$ cat config.mk
export PLATFORM = sky130hd
export DESIGN_NAME = costas_mix_int_dump
export DESIGN_NICKNAME = d
export VERILOG_FILES = /design/src/rtl/costas_mix_int_dump.sv
export SDC_FILE = /design/constraint.sdc
export NUM_CORES = 1
export LEC_CHECK = 0
export ABC_AREA = 1
export CORE_ASPECT_RATIO = 2
export CORE_UTILIZATION = 61
export CTS_CLUSTER_SIZE = 12
export DETAILED_ROUTE_END_ITERATION = 12
export MAX_ROUTING_LAYER = met4
export PLACE_DENSITY = 0.91
export SLEW_MARGIN = 20
export SYNTH_ARGS = -nofsm -noshare
export SYNTH_HDL_FRONTEND = slang
export SYNTH_SLANG_ARGS = --single-unit
$ cat constraint.sdc
create_clock -name clock -period 14.5 [get_ports clock]
set_input_delay 1.45 -clock clock [delete_from_list [all_inputs] [get_ports clock]]
set_output_delay 1.45 -clock clock [all_outputs]
set_load 0.05 [all_outputs]
$ cat src/rtl/costas_mix_int_dump.sv
// Costas arm mixer with integrate-and-dump: ADC x NCO product, summed over DUMP_LEN valid
// samples, then shifted, saturated and strobed out. Optional rounding: COSTAS_DUMP_ROUND_EN.
module costas_mix_int_dump #(
    parameter int unsigned DATA_W   = 14,
    parameter int unsigned LO_W     = 14,
    parameter int unsigned DUMP_LEN = 1000,
    parameter int unsigned ACC_W    = 38,
    parameter int unsigned SHIFT    = 20,
    parameter int unsigned OUT_W    = 18
) (
    input  logic                            clock,
    input  logic                            resest,
    input  logic signed [DATA_W-1:0]        adc_data,
    input  logic                            adc_valid,
    input  logic signed [LO_W-1:0]          lo_sin,
    input  logic                            clear,
    output logic signed [DATA_W+LO_W-1:0]   mix_o,
    output logic                            mix_valid,
    output logic signed [OUT_W-1:0]         acc_o,
    output logic                            acc_valid,
    output logic                            sat_flag
);

    localparam int unsigned PROD_W = DATA_W + LO_W;
    localparam int unsigned CNT_W  = (DUMP_LEN > 1) ? $clog2(DUMP_LEN) : 1;
    localparam logic [CNT_W-1:0] CNT_LAST = CNT_W'(DUMP_LEN - 1);

    // Clamp limits expressed at the widened (ACC_W+1) sum width.
    localparam logic signed [ACC_W:0] SAT_MAX =
        {{(ACC_W + 2 - OUT_W){1'b0}}, {(OUT_W - 1){1'b1}}};
    localparam logic signed [ACC_W:0] SAT_MIN =
        {{(ACC_W + 2 - OUT_W){1'b1}}, {(OUT_W - 1){1'b0}}};
    localparam logic signed [OUT_W-1:0] OUT_MAX = {1'b0, {(OUT_W - 1){1'b1}}};
    localparam logic signed [OUT_W-1:0] OUT_MIN = {1'b1, {(OUT_W - 1){1'b0}}};

`ifdef COSTAS_DUMP_ROUND_EN
    localparam int unsigned RND_POS = (SHIFT > 0) ? SHIFT - 1 : 0;
    localparam logic [ACC_W:0] RND_ONE = {{ACC_W{1'b0}}, 1'b1};
    localparam logic [ACC_W:0] RND = (SHIFT > 0) ? (RND_ONE << RND_POS) : '0;
`else
    localparam logic [ACC_W:0] RND = '0;
`endif

    logic signed [DATA_W-1:0] adc_q;
    logic signed [LO_W-1:0]   lo_q;
    logic                     v1_q;

    logic signed [PROD_W-1:0] adc_ext;
    logic signed [PROD_W-1:0] lo_ext;
    logic signed [PROD_W-1:0] prod;

    logic signed [ACC_W-1:0]  acc_q;
    logic [CNT_W-1:0]         cnt_q;

    logic signed [ACC_W-1:0]  mix_ext;
    logic signed [ACC_W-1:0]  frame_sum;
    logic signed [ACC_W:0]    sum_ext;
    logic signed [ACC_W:0]    shifted;
    logic                     sat_hi;
    logic                     sat_lo;
    logic signed [OUT_W-1:0]  dump_val;

    // Stage 1: capture the aligned sample pair.
    always_ff @(posedge clock) begin
        if (resest) begin
            adc_q <= '0;
            lo_q  <= '0;
            v1_q  <= 1'b0;
        end else begin
            v1_q <= adc_valid & ~clear;
            if (adc_valid && !clear) begin
                adc_q <= adc_data;
                lo_q  <= lo_sin;
            end
        end
    end

    // The product of two sign-extended operands truncated to PROD_W bits is exact.
    always_comb begin
        adc_ext = {{LO_W{adc_q[DATA_W-1]}}, adc_q};
        lo_ext  = {{DATA_W{lo_q[LO_W-1]}}, lo_q};
        prod    = adc_ext * lo_ext;
    end

    // Stage 2: registered mixer output.
    always_ff @(posedge clock) begin
        if (resest) begin
            mix_o     <= '0;
            mix_valid <= 1'b0;
        end else if (clear) begin
            mix_valid <= 1'b0;
        end else begin
            mix_valid <= v1_q;
            if (v1_q) begin
                mix_o <= prod;
            end
        end
    end

    // Frame sum includes the current product; widened by one bit so the round offset cannot wrap.
    always_comb begin
        mix_ext   = {{(ACC_W - PROD_W){mix_o[PROD_W-1]}}, mix_o};
        frame_sum = acc_q + mix_ext;
        sum_ext   = {frame_sum[ACC_W-1], frame_sum} + RND;
        shifted   = sum_ext >>> SHIFT;
        sat_hi    = shifted > SAT_MAX;
        sat_lo    = shifted < SAT_MIN;
        if (sat_hi) begin
            dump_val = OUT_MAX;
        end else if (sat_lo) begin
            dump_val = OUT_MIN;
        end else begin
            dump_val = shifted[OUT_W-1:0];
        end
    end

    // Stage 3: integrate valid products and dump every DUMP_LEN of them.
    always_ff @(posedge clock) begin
        if (resest) begin
            acc_q     <= '0;
            cnt_q     <= '0;
            acc_o     <= '0;
            acc_valid <= 1'b0;
            sat_flag  <= 1'b0;
        end else if (clear) begin
            acc_q     <= '0;
            cnt_q     <= '0;
            acc_valid <= 1'b0;
            sat_flag  <= 1'b0;
        end else begin
            acc_valid <= 1'b0;
            if (mix_valid) begin
                if (cnt_q == CNT_LAST) begin
                    acc_q     <= '0;
                    cnt_q     <= '0;
                    acc_o     <= dump_val;
                    acc_valid <= 1'b1;
                    if (sat_hi || sat_lo) begin
                        sat_flag <= 1'b1;
                    end
                end else begin
                    acc_q <= frame_sum;
                    cnt_q <= cnt_q + CNT_W'(1);
                end
            end
        end
    end

endmodule

==> results.cfg, run 1 <==
[global_route]
grt-ovfl-total = 0
grt_first_pass_wirelength_mm = 83.0
gr-usage-all-layers = 0.445
antenna_found_initial = 0
grt_pass1_vias = 16100
grt_max_degree = 71

[critical_path]
crit_path_start_kind = flop
rrSetupSlack_ns = 8.10
cp_max_fo = 15
regToRegStartpoint = adc_q[13]
worstPathRequired_ns = 14.86
path_class = flop to flop
endpoint_kind = flop
reg2regPathDepth = 20
r2r-end = mix_o[26]
worst_ep_arrival_time_ns = 6.75

[drt]
dr.pass1.iters = 5
drc = 0
wl_mm = 53.2
routed_via_density = 5.59
via_count = 14900
final_antenna_net_count = 0
wire_per_inst_um = 19.9
drt_iter0_markers = 826

[yosys]
yosysMostFrequentCell = nand2_1
netlist_instances = 2276
ys_warn_count = 0
ys_async_sr_fraction = 0
syn_area_um2 = 15600
synth.top_cell.area_share = 0.251
avgSynthCellArea_um2 = 6.86
synth_top_area_cell = fa_1
ys_ff_latch = 126
ys_types = 44
synth_nets = 2609
yosysSeqAreaShare = 0.162
synth.area.top_cells = fa_1 (25%), dfxtp_1 (16%), nand2_1 (15%), inv_1 (13%), ha_1 (8.4%)
synthFlopType = dfxtp_1
synth_edf_count = 0
synth.top_cells.by_count = nand2_1 (631), inv_1 (535), fa_1 (196)

[pwr]
switching_share = 0.388
p_leak_nw = 9.52
power_w = 0.00115
power_frac_comb = 0.308
clock_power_share = 0.357
p_int_w = 0.000706
seq_power_share = 0.334
powerDensity_nw_per_um2 = 67.2
irDropWorstVdd_mv = 0.0827
p_sw_w = 0.000447

[timing]
whs_ns = 0.430
period_share = 0.441
fin_skew_ns = 0.0123
relSlewSlack = 0.389
worst_pin_slew_ns = 0.910
fmax_mhz = 156
final_max_slew_viol_count = 0
rsz0062_at_grt = false
layout_min_cycle_time_ns = 6.40
hold_viol = 0
setup_viol_count_final = 0
worst_slack_ns = 8.10
tns_ns = 0

[hold_path]
hold_path_class = flop to flop
holdPathStages = 2
hold-path-endpoint = sat_flag
hp-start = sat_flag

[placed_design]
portBuffers = 80
place_area_um2 = 16600
place_ws_ns = 8.14
dp_hpwl_mm = 42.4
place_congestion = 0.997

[die]
initial_core_util = 0.621
core_area_um2 = 25100
placementRows = 82
dieArea_um2 = 26300
die_x_um = 115
die_h_um = 228
ios = 81

[clocking]
cts_hold_buf = 0
clock_latency_ns = 0.46
cts_tree = yes
clock_sinks = 126
cts_setup_buffers = 0
root_buffer = clkbuf_16
post_cts_resize_count = 0
htree_levels = 4
clk_pin_slew_ns = 0.06
cts_buffer_depth = 2
cts_made_buffers = 17

[status]
status = finished clean

[cells_and_area]
antennaDiodeCount = 0
fin_nets = 2654
fillers = 2178
syn_to_final_growth_pct = 9.84
stdcell_area_um2 = 17100
drive_above_1_share = 0.0304

[flow_run]
drv_cap = 0
how the worst max path moves through the flow:
stage | from | endpoint | slack, ns | depth (start not counted)
6_report | adc_q[13] | mix_o[26] | 8.10 | 20
2_1_floorplan | adc_q[13] | mix_o[27] | 8.86 | 25
5_1_grt | adc_q[13] | mix_o[26] | 7.72 | 20
4_1_cts | adc_q[13] | mix_o[26] | 8.14 | 20
3_3_place_gp | adc_q[13] | mix_o[26] | 8.33 | 20
3_5_place_dp | adc_q[13] | mix_o[26] | 8.14 | 20
layout make-up:
type / instances / area, um2 / share of cell area
clock buffers: 18 / 429 / 0.0250
clock inverters: 14 / 111 / 0.00649
inverters: 541 / 2030 / 0.118
multi-input cells: 1550 / 10800 / 0.630
flip-flops and latches: 126 / 2520 / 0.147
well taps: 336 / 420 / 0.0245
repair buffers: 85 / 838 / 0.0489
metrics by stage:
stage	utilization	instances
final	0.682	2670
after global routing	0.682	2670
after floorplan	-	2276
after CTS	0.682	2670
after detailed placement	0.661	2638
after global placement	0.661	2638
routing by layer:
metal  track usage  part of all wire
met5             -                 0
met4         0.450              0.12
met3         0.115             0.072
met2         0.771              0.52
met1         0.358              0.29
worst max-delay path, cell delays in order (launching register included):
cell	delay, ns
dfxtp_1	0.50
nand2_1	0.21
inv_1	0.08
fa_1	0.56
inv_1	0.09
fa_1	0.91
inv_1	0.23
fa_1	0.65
inv_1	0.08
fa_1	0.48
fa_1	0.56
inv_1	0.06
fa_1	0.47
ha_1	0.38
nand2_1	0.12
nor4_1	0.36
o21ai_0	0.25
nand4_1	0.12
nand3_1	0.08
nand2_1	0.09
inv_1	0.04
cell usage in the layout, fill, tap and decap left out, types with 2 or more instances in the layout:
cell type / synthesis / layout
nor3_2: 4 / 4
nand2_1: 631 / 631
dfxtp_1: 126 / 126
clkinv_4: 0 / 3
inv_6: 0 / 3
o211ai_1: 5 / 5
nor2_1: 184 / 184
a21oi_2: 2 / 2
nand3_1: 94 / 94
a21o_1: 15 / 15
a21oi_1: 130 / 130
clkdlybuf4s50_1: 0 / 80
ha_1: 105 / 105
clkinv_1: 3 / 2
nand3b_1: 10 / 10
inv_1: 535 / 535
or2_2: 5 / 5
clkbuf_16: 0 / 17
nand4_1: 19 / 19
nand3_2: 4 / 4
nor3_1: 16 / 16
nor4_1: 2 / 2
a31o_2: 2 / 2
fa_1: 196 / 196
xnor2_1: 9 / 9
inv_2: 3 / 4
clkinvlp_4: 0 / 5
nor2_2: 3 / 3
clkinv_2: 0 / 2
nand2_2: 7 / 7
xor2_1: 14 / 14
o21bai_1: 6 / 6
o21ai_1: 3 / 3
o21ai_0: 72 / 72
buf_4: 0 / 5
flip-flops by register name, indices dropped and copies added, names as in the netlist:
register   cells
adc_q         14
v1_q           1
lo_q          14
acc_valid      1
sat_flag       1
acc_o         18
mix_o         28
mix_valid      1
acc_q         38
cnt_q         10
logic make-up (layout without fill, tap and decap cells):
group                    Yosys count  in the layout  share of synthesized area
AO/OA/AOI/OAI                    242            242                     0.0841
adder cells (fa/ha/maj)          301            301                      0.335
AND/OR/NAND/NOR                  984            984                      0.259
XOR/XNOR                          23             23                     0.0129
flip-flops                       126            126                      0.162
buffers and inverters            600            658                      0.147
power by group through the flow:
| stage | Clock (W) | Sequential, W | Combinational (W) |
|---|---|---|---|
| 4_1_cts | 0.000414 | 0.000383 | 0.000354 |
| 3_5_place_dp | 0 | 0.000391 | 0.000354 |
| 5_1_grt | 0.000429 | 0.000385 | 0.000403 |
| 6_report | 0.000412 | 0.000385 | 0.000355 |
| 2_1_floorplan | 0 | 0.000378 | 0.000261 |
| 3_3_place_gp | 0 | 0.000390 | 0.000336 |
Note: power is estimated with default switching activity, not from simulation.
==> run 2: changes to the inputs <==
Settings changed: CORE_UTILIZATION 61 to 57, PLACE_DENSITY 0.91 to 0.89.
Clock period 14.5 ns to 5.8 ns, I/O delays scaled along.
==> run 2 against run 1 <==
Effect of this change:
- critical path depth is 1 higher
- design area rose by 6.8%
- worst hold slack better by 0.0048 ns
- power rose to 2.8 times the previous value
- count of clock-buffer cells in the layout decreased by 1
- clock power grew to 2.6 times the previous value
- register-to-register slack lost 8.0 ns
- via count grew 2.6%
- final cell count grew 3.9%
- core utilization decreased by 0.14 points
- non-clock buffer count grew 89
- critical path type unchanged
- critical endpoint is now mix_o[21]
- highest routed layer unchanged
==> results.cfg, run 2 (same netlist as run 1, synthesis figures left out) <==
[status]
status = finished clean

[drt]
wire_per_inst_um = 19.6
wl_mm = 54.4
final_antenna_net_count = 0
routed_via_density = 5.53
dr.pass1.iters = 6
via_count = 15300
drt_iter0_markers = 836
drc = 0

[cells_and_area]
multiInputGateArea_um2 = 11100
register_area_um2 = 2550
fin_nets = 2743
final_cell_mix = nand2_1 (618), inv_1 (530), fa_1 (192)
final_util = 0.681
largest_reg_flops = 38
largestRegisters = acc_q (38), mix_o (28), acc_o (18)
stdcell_count = 2774
stdcell_area_um2 = 18300
final_common_cell = nand2_1
fillers = 2251
syn_to_final_growth_pct = 17.3
drive_above_1_share = 0.0978
top_register = acc_q

[placed_design]
portBuffers = 80
dp_hpwl_mm = 44.3
dp.cells = 2726
place_area_um2 = 17300
place_congestion = 1.07

[timing]
layout_min_cycle_time_ns = 5.72
tns_ns = 0
rsz0062_at_grt = true
final_max_slew_viol_count = 0
relSlewSlack = 0.343
fmax_mhz = 175
whs_ns = 0.434
worst_pin_slew_ns = 0.985
setup_viol_count_final = 0
period_share = 0.986
hold_viol = 0
fin_skew_ns = 0.0125

[critical_path]
slowest_delay_ns = 0.59
rrSetupSlack_ns = 0.08
crit_path_start = lo_q[13]
cp_num_buf_inv = 6
crit_cells = 21
crit_chain = inv_1 -> buf_4 -> or2_2 -> fa_1 -> fa_1 -> fa_1 -> fa_1 -> fa_1 -> fa_1 -> inv_1 -> ha_4 -> nand2_1 -> inv_2 -> nand3_2 -> buf_4 -> nor2_4 -> nand4_1 -> nand4_1 -> nand3_2 -> o211ai_1 -> inv_1
crit_top_cell = fa_1
r2r-end = mix_o[21]
reg2regPathDepth = 21
regToRegStartpoint = lo_q[13]
worstPathRequired_ns = 6.14
crit_path_start_kind = flop
path_class = flop to flop
cp_max_fo = 5
critPathSlowestCell = fa_1
cp_top_family = adder cells
endpoint_kind = flop
endpoint = mix_o[21]
worst_ep_arrival_time_ns = 6.06

[global_route]
grt-ovfl-total = 0
gr-usage-all-layers = 0.412
gr-usage-met3 = 0.0670
grt_first_pass_wirelength_mm = 83.4
top_usage_layer = met2
grt_pass1_vias = 16500
antenna_found_initial = 3
grt_max_degree = 71
grtUsageMet1 = 0.315
use_met2 = 0.759

[pwr]
powerDensity_nw_per_um2 = 173
p_leak_nw = 10.0
irDropWorstVdd_mv = 0.188

[clocking]
clock_sinks = 126
root_buffer = clkbuf_16
cts_tree = yes
cts_buffer_depth = 2
cts_made_buffers = 17
clock_latency_ns = 0.45
cts_hold_buf = 0
htree_levels = 4
clk_pin_slew_ns = 0.07

[die]
initial_core_util = 0.580
core_area_um2 = 26900
ios = 81
die_x_um = 119
die_h_um = 236
placementRows = 85
dieArea_um2 = 28100

[hold_path]
hold_path_class = flop to flop

[flow_run]
drv_cap = 0
[run 2: cell types whose count changed in the layout (fill, tap and decap cells not counted), sizes merged]
cell	before	now
clkbuf	18	17
buf	5	94
clkinv	7	5
clkinvlp	5	3
diode	0	3
inv	543	548
[run 2: what timing repair did]
| item | in CTS | in global routing |
|---|---|---|
| setup buffers | 0 | 13 |
| resized for setup | 22 | 77 |
| cloned | 0 | 0 |
| pin swaps | 6 | 32 |
| endpoints found under the setup margin | 7 | 15 |
| endpoints found under the hold margin | 0 | 0 |
[run 2: worst min-delay path by stage]
stage          cells past startpoint      start   endpoint  slack (ns)
5_1_grt                            2   sat_flag   sat_flag        0.45
6_report                           2   sat_flag   sat_flag        0.43
3_3_place_gp                       2   sat_flag   sat_flag        0.41
2_1_floorplan                      2  acc_q[11]  acc_q[11]        0.45
3_5_place_dp                       2   sat_flag   sat_flag        0.42
4_1_cts                            2   sat_flag   sat_flag        0.43
[run 2: area by class of cell]
class | instances | share of cell area
Antenna cell | 3 | 0.000410
Clock buffer | 17 | 0.0232
Clock inverter | 15 | 0.00772
Inverter | 541 | 0.111
Multi-Input combinational cell | 1550 | 0.607
Sequential cell | 126 | 0.139
Tap cell | 348 | 0.0238
Timing Repair Buffer | 174 | 0.0878
[run 2: worst min-delay path, cell delays in order, from the launching register on]
cell and delay (ns):
dfxtp_1 0.31, inv_1 0.05, nor2_1 0.04
[run 2: stage by stage]
step | total power [W] | setup WS, ns
after floorplan | 0.00160 | 0.156
after global placement | 0.00189 | -0.365
after detailed placement | 0.00194 | -0.460
after CTS | 0.00303 | 0.00159
after global routing | 0.00333 | -0.0994
final | 0.00317 | 0.0790
[run 2: report_power, final]
group          switching [W]  total [W]  leakage, nW  internal, W
Sequential         0.0000370   0.000922         1.03     0.000885
Combinational       0.000695    0.00117         8.74     0.000480
Clock               0.000508    0.00108        0.272     0.000568
[run 2: routing by layer]
| layer | part of all wire | vias up | wire, um |
|---|---|---|---|
| met5 | 0 | - | 0 |
| met4 | 0.13 | 0 | 7130 |
| met3 | 0.046 | 389 | 2520 |
| met2 | 0.53 | 673 | 29100 |
| met1 | 0.29 | 7159 | 15700 |
| li1 | - | 7111 | - |
==> run 3: changes to the inputs <==
Settings changed: CORE_ASPECT_RATIO 2 to 0.9.
Clock period 5.8 ns to 5.05 ns, I/O delays scaled along.
==> run 3 against run 2 <==
Effect of this change:
- the run now ends with negative setup slack left
- final cell count up 3.0%
- critical path depth grew 3
- clock skew grew 0.0036 ns
- core utilization up 5.0 points
- first-iteration DRC count rose by 130%
- wire length down 4.2%
- largest cell class unchanged
==> results.cfg, run 3 (same netlist as run 1, synthesis figures left out) <==
[die]
die_x_um = 176
initial_core_util = 0.579
ios = 81
dieArea_um2 = 28100
core_area_um2 = 27000
placementRows = 57
die_h_um = 159

[status]
status = finished with violations
violations = negative setup slack

[global_route]
grt_max_degree = 43
grt_first_pass_wirelength_mm = 82.0
antenna_found_initial = 0
grt-ovfl-total = 0
gr-usage-all-layers = 0.387
grt_pass1_vias = 16100

[cells_and_area]
largestRegisters = acc_q (38), mix_o (28), acc_o (18)
largest_reg_flops = 38
fin_nets = 2824
drive_above_1_share = 0.179
antennaDiodeCount = 0
fillers = 1931
stdcell_area_um2 = 19700
final_common_cell = nand2_1
final_cell_mix = nand2_1 (590), inv_1 (499), fa_1 (183)
syn_to_final_growth_pct = 26.2
final_util = 0.731
top_register = acc_q

[pwr]
p_leak_nw = 10.6
powerDensity_nw_per_um2 = 208
irDropWorstVdd_mv = 0.251

[timing]
setup_viol_count_final = 19
fin_skew_ns = 0.0161
period_share = 1.15
rsz0062_at_grt = true
final_max_slew_viol_count = 0
relSlewSlack = 0.395
layout_min_cycle_time_ns = 5.81
hold_viol = 0
worst_pin_slew_ns = 0.901
fmax_mhz = 172
worst_slack_ns = -0.762

[critical_path]
cp_max_fo = 5
crit_path_start = lo_q[3]
r2r-end = mix_o[13]
path_class = flop to flop
cp_num_buf_inv = 9
critPathSlowestCell = fa_1
reg2regPathDepth = 24
slowest_delay_ns = 0.65
worst_ep_arrival_time_ns = 6.15
endpoint_kind = flop
endpoint = mix_o[13]
crit_path_start_kind = flop
regToRegStartpoint = lo_q[3]
crit_top_cell = fa_1
crit_chain = buf_12 -> buf_12 -> buf_4 -> nand2_2 -> inv_2 -> fa_1 -> inv_1 -> fa_1 -> inv_2 -> fa_1 -> fa_1 -> fa_1 -> inv_1 -> fa_1 -> inv_2 -> ha_4 -> a21o_1 -> nor2_2 -> nand2_2 -> a21oi_1 -> xor2_1 -> nand2_1 -> o211ai_1 -> inv_1
cp_top_family = adder cells
worstPathRequired_ns = 5.39
crit_cells = 24
rrSetupSlack_ns = -0.76

[clocking]
clk_pin_slew_ns = 0.08
cts_hold_buf = 0
cts_made_buffers = 17
clock_latency_ns = 0.45
root_buffer = clkbuf_16
cts_buffer_depth = 2
clock_sinks = 126
htree_levels = 4
cts_tree = yes

[drt]
drc = 0
wire_per_inst_um = 18.2
dr.pass1.iters = 8
drt_iter0_markers = 1905
wl_mm = 52.1
routed_via_density = 5.60
via_count = 16000
final_antenna_net_count = 0

[placed_design]
portBuffers = 80
place_area_um2 = 18000
place_congestion = 1.00
dp_hpwl_mm = 37.2

[hold_path]
hold_path_class = flop to flop

[flow_run]
drv_cap = 0
[run 3: cell types whose count changed in the layout (fill, tap and decap cells not counted), moves of 11 or more]
cell	delta
nor2_4	+13
nor2_1	-13
a21oi_2	+11
buf_4	+70
a21oi_1	-15
inv_1	-31
nand2_4	+14
o21ai_0	-14
inv_2	+30
nand2_1	-28
nand2_2	+14
[run 3: how the worst min path moves through the flow]
stage / start / to / depth (start not counted)
after floorplan: acc_q[11] / acc_q[11] / 2
final: sat_flag / sat_flag / 2
after global routing: sat_flag / sat_flag / 2
after detailed placement: sat_flag / sat_flag / 2
after CTS: sat_flag / sat_flag / 2
after global placement: sat_flag / sat_flag / 2
[run 3: power by group]
part | switching, W | internal [W]
Combinational | 0.000961 | 0.000743
Clock | 0.000618 | 0.000718
Sequential | 0.0000484 | 0.00102
[run 3: stage by stage]
| step | total power [W] | hold slack [ns] | cells | setup slack (ns) | TNS (ns) |
|---|---|---|---|---|---|
| final | 0.00410 | 0.436 | 2858 | -0.762 | -10.80 |
| after global routing | 0.00430 | 0.446 | 2858 | -0.985 | -15.18 |
| after CTS | 0.00397 | 0.442 | 2854 | -0.410 | -5.32 |
| after detailed placement | 0.00241 | 0.431 | 2793 | -0.711 | -7.94 |
| after global placement | 0.00236 | 0.415 | 2793 | -0.607 | -6.18 |
| after floorplan | 0.00194 | 0.448 | 2276 | -0.0614 | -0.0785 |
[run 3: layout make-up]
| cell class | instances | area, um2 | share of cell area |
|---|---|---|---|
| multi-input cells | 1550 | 11700 | 0.594 |
| flip-flops and latches | 126 | 2590 | 0.131 |
| repair buffers | 255 | 2310 | 0.117 |
| inverters | 541 | 2040 | 0.103 |
| well taps | 354 | 443 | 0.0225 |
| clock buffers | 17 | 425 | 0.0216 |
| clock inverters | 15 | 193 | 0.00978 |
[run 3: repair_timing]
action	4_1_cts	5_1_grt
pin swaps	82	43
setup buffers	29	4
cloned	0	0
resized for setup	172	75
setup endpoints to repair	19	20
[run 3: tightest hold or removal path, stage by stage (launching register included)]
cell     delay [ns]
dfxtp_1        0.31
inv_1          0.05
nor2_1         0.04
[run 3: per-layer routing]
layer  wire length, um  vias to the layer above  GRT usage  part of all wire
li1                  -                     7256          -                 -
met1             20600                     7536      0.509              0.40
met2             23600                      957      0.585              0.45
met3              5710                      245     0.0900              0.11
met4              2200                        0      0.137             0.042
met5                 0                        -          -                 0
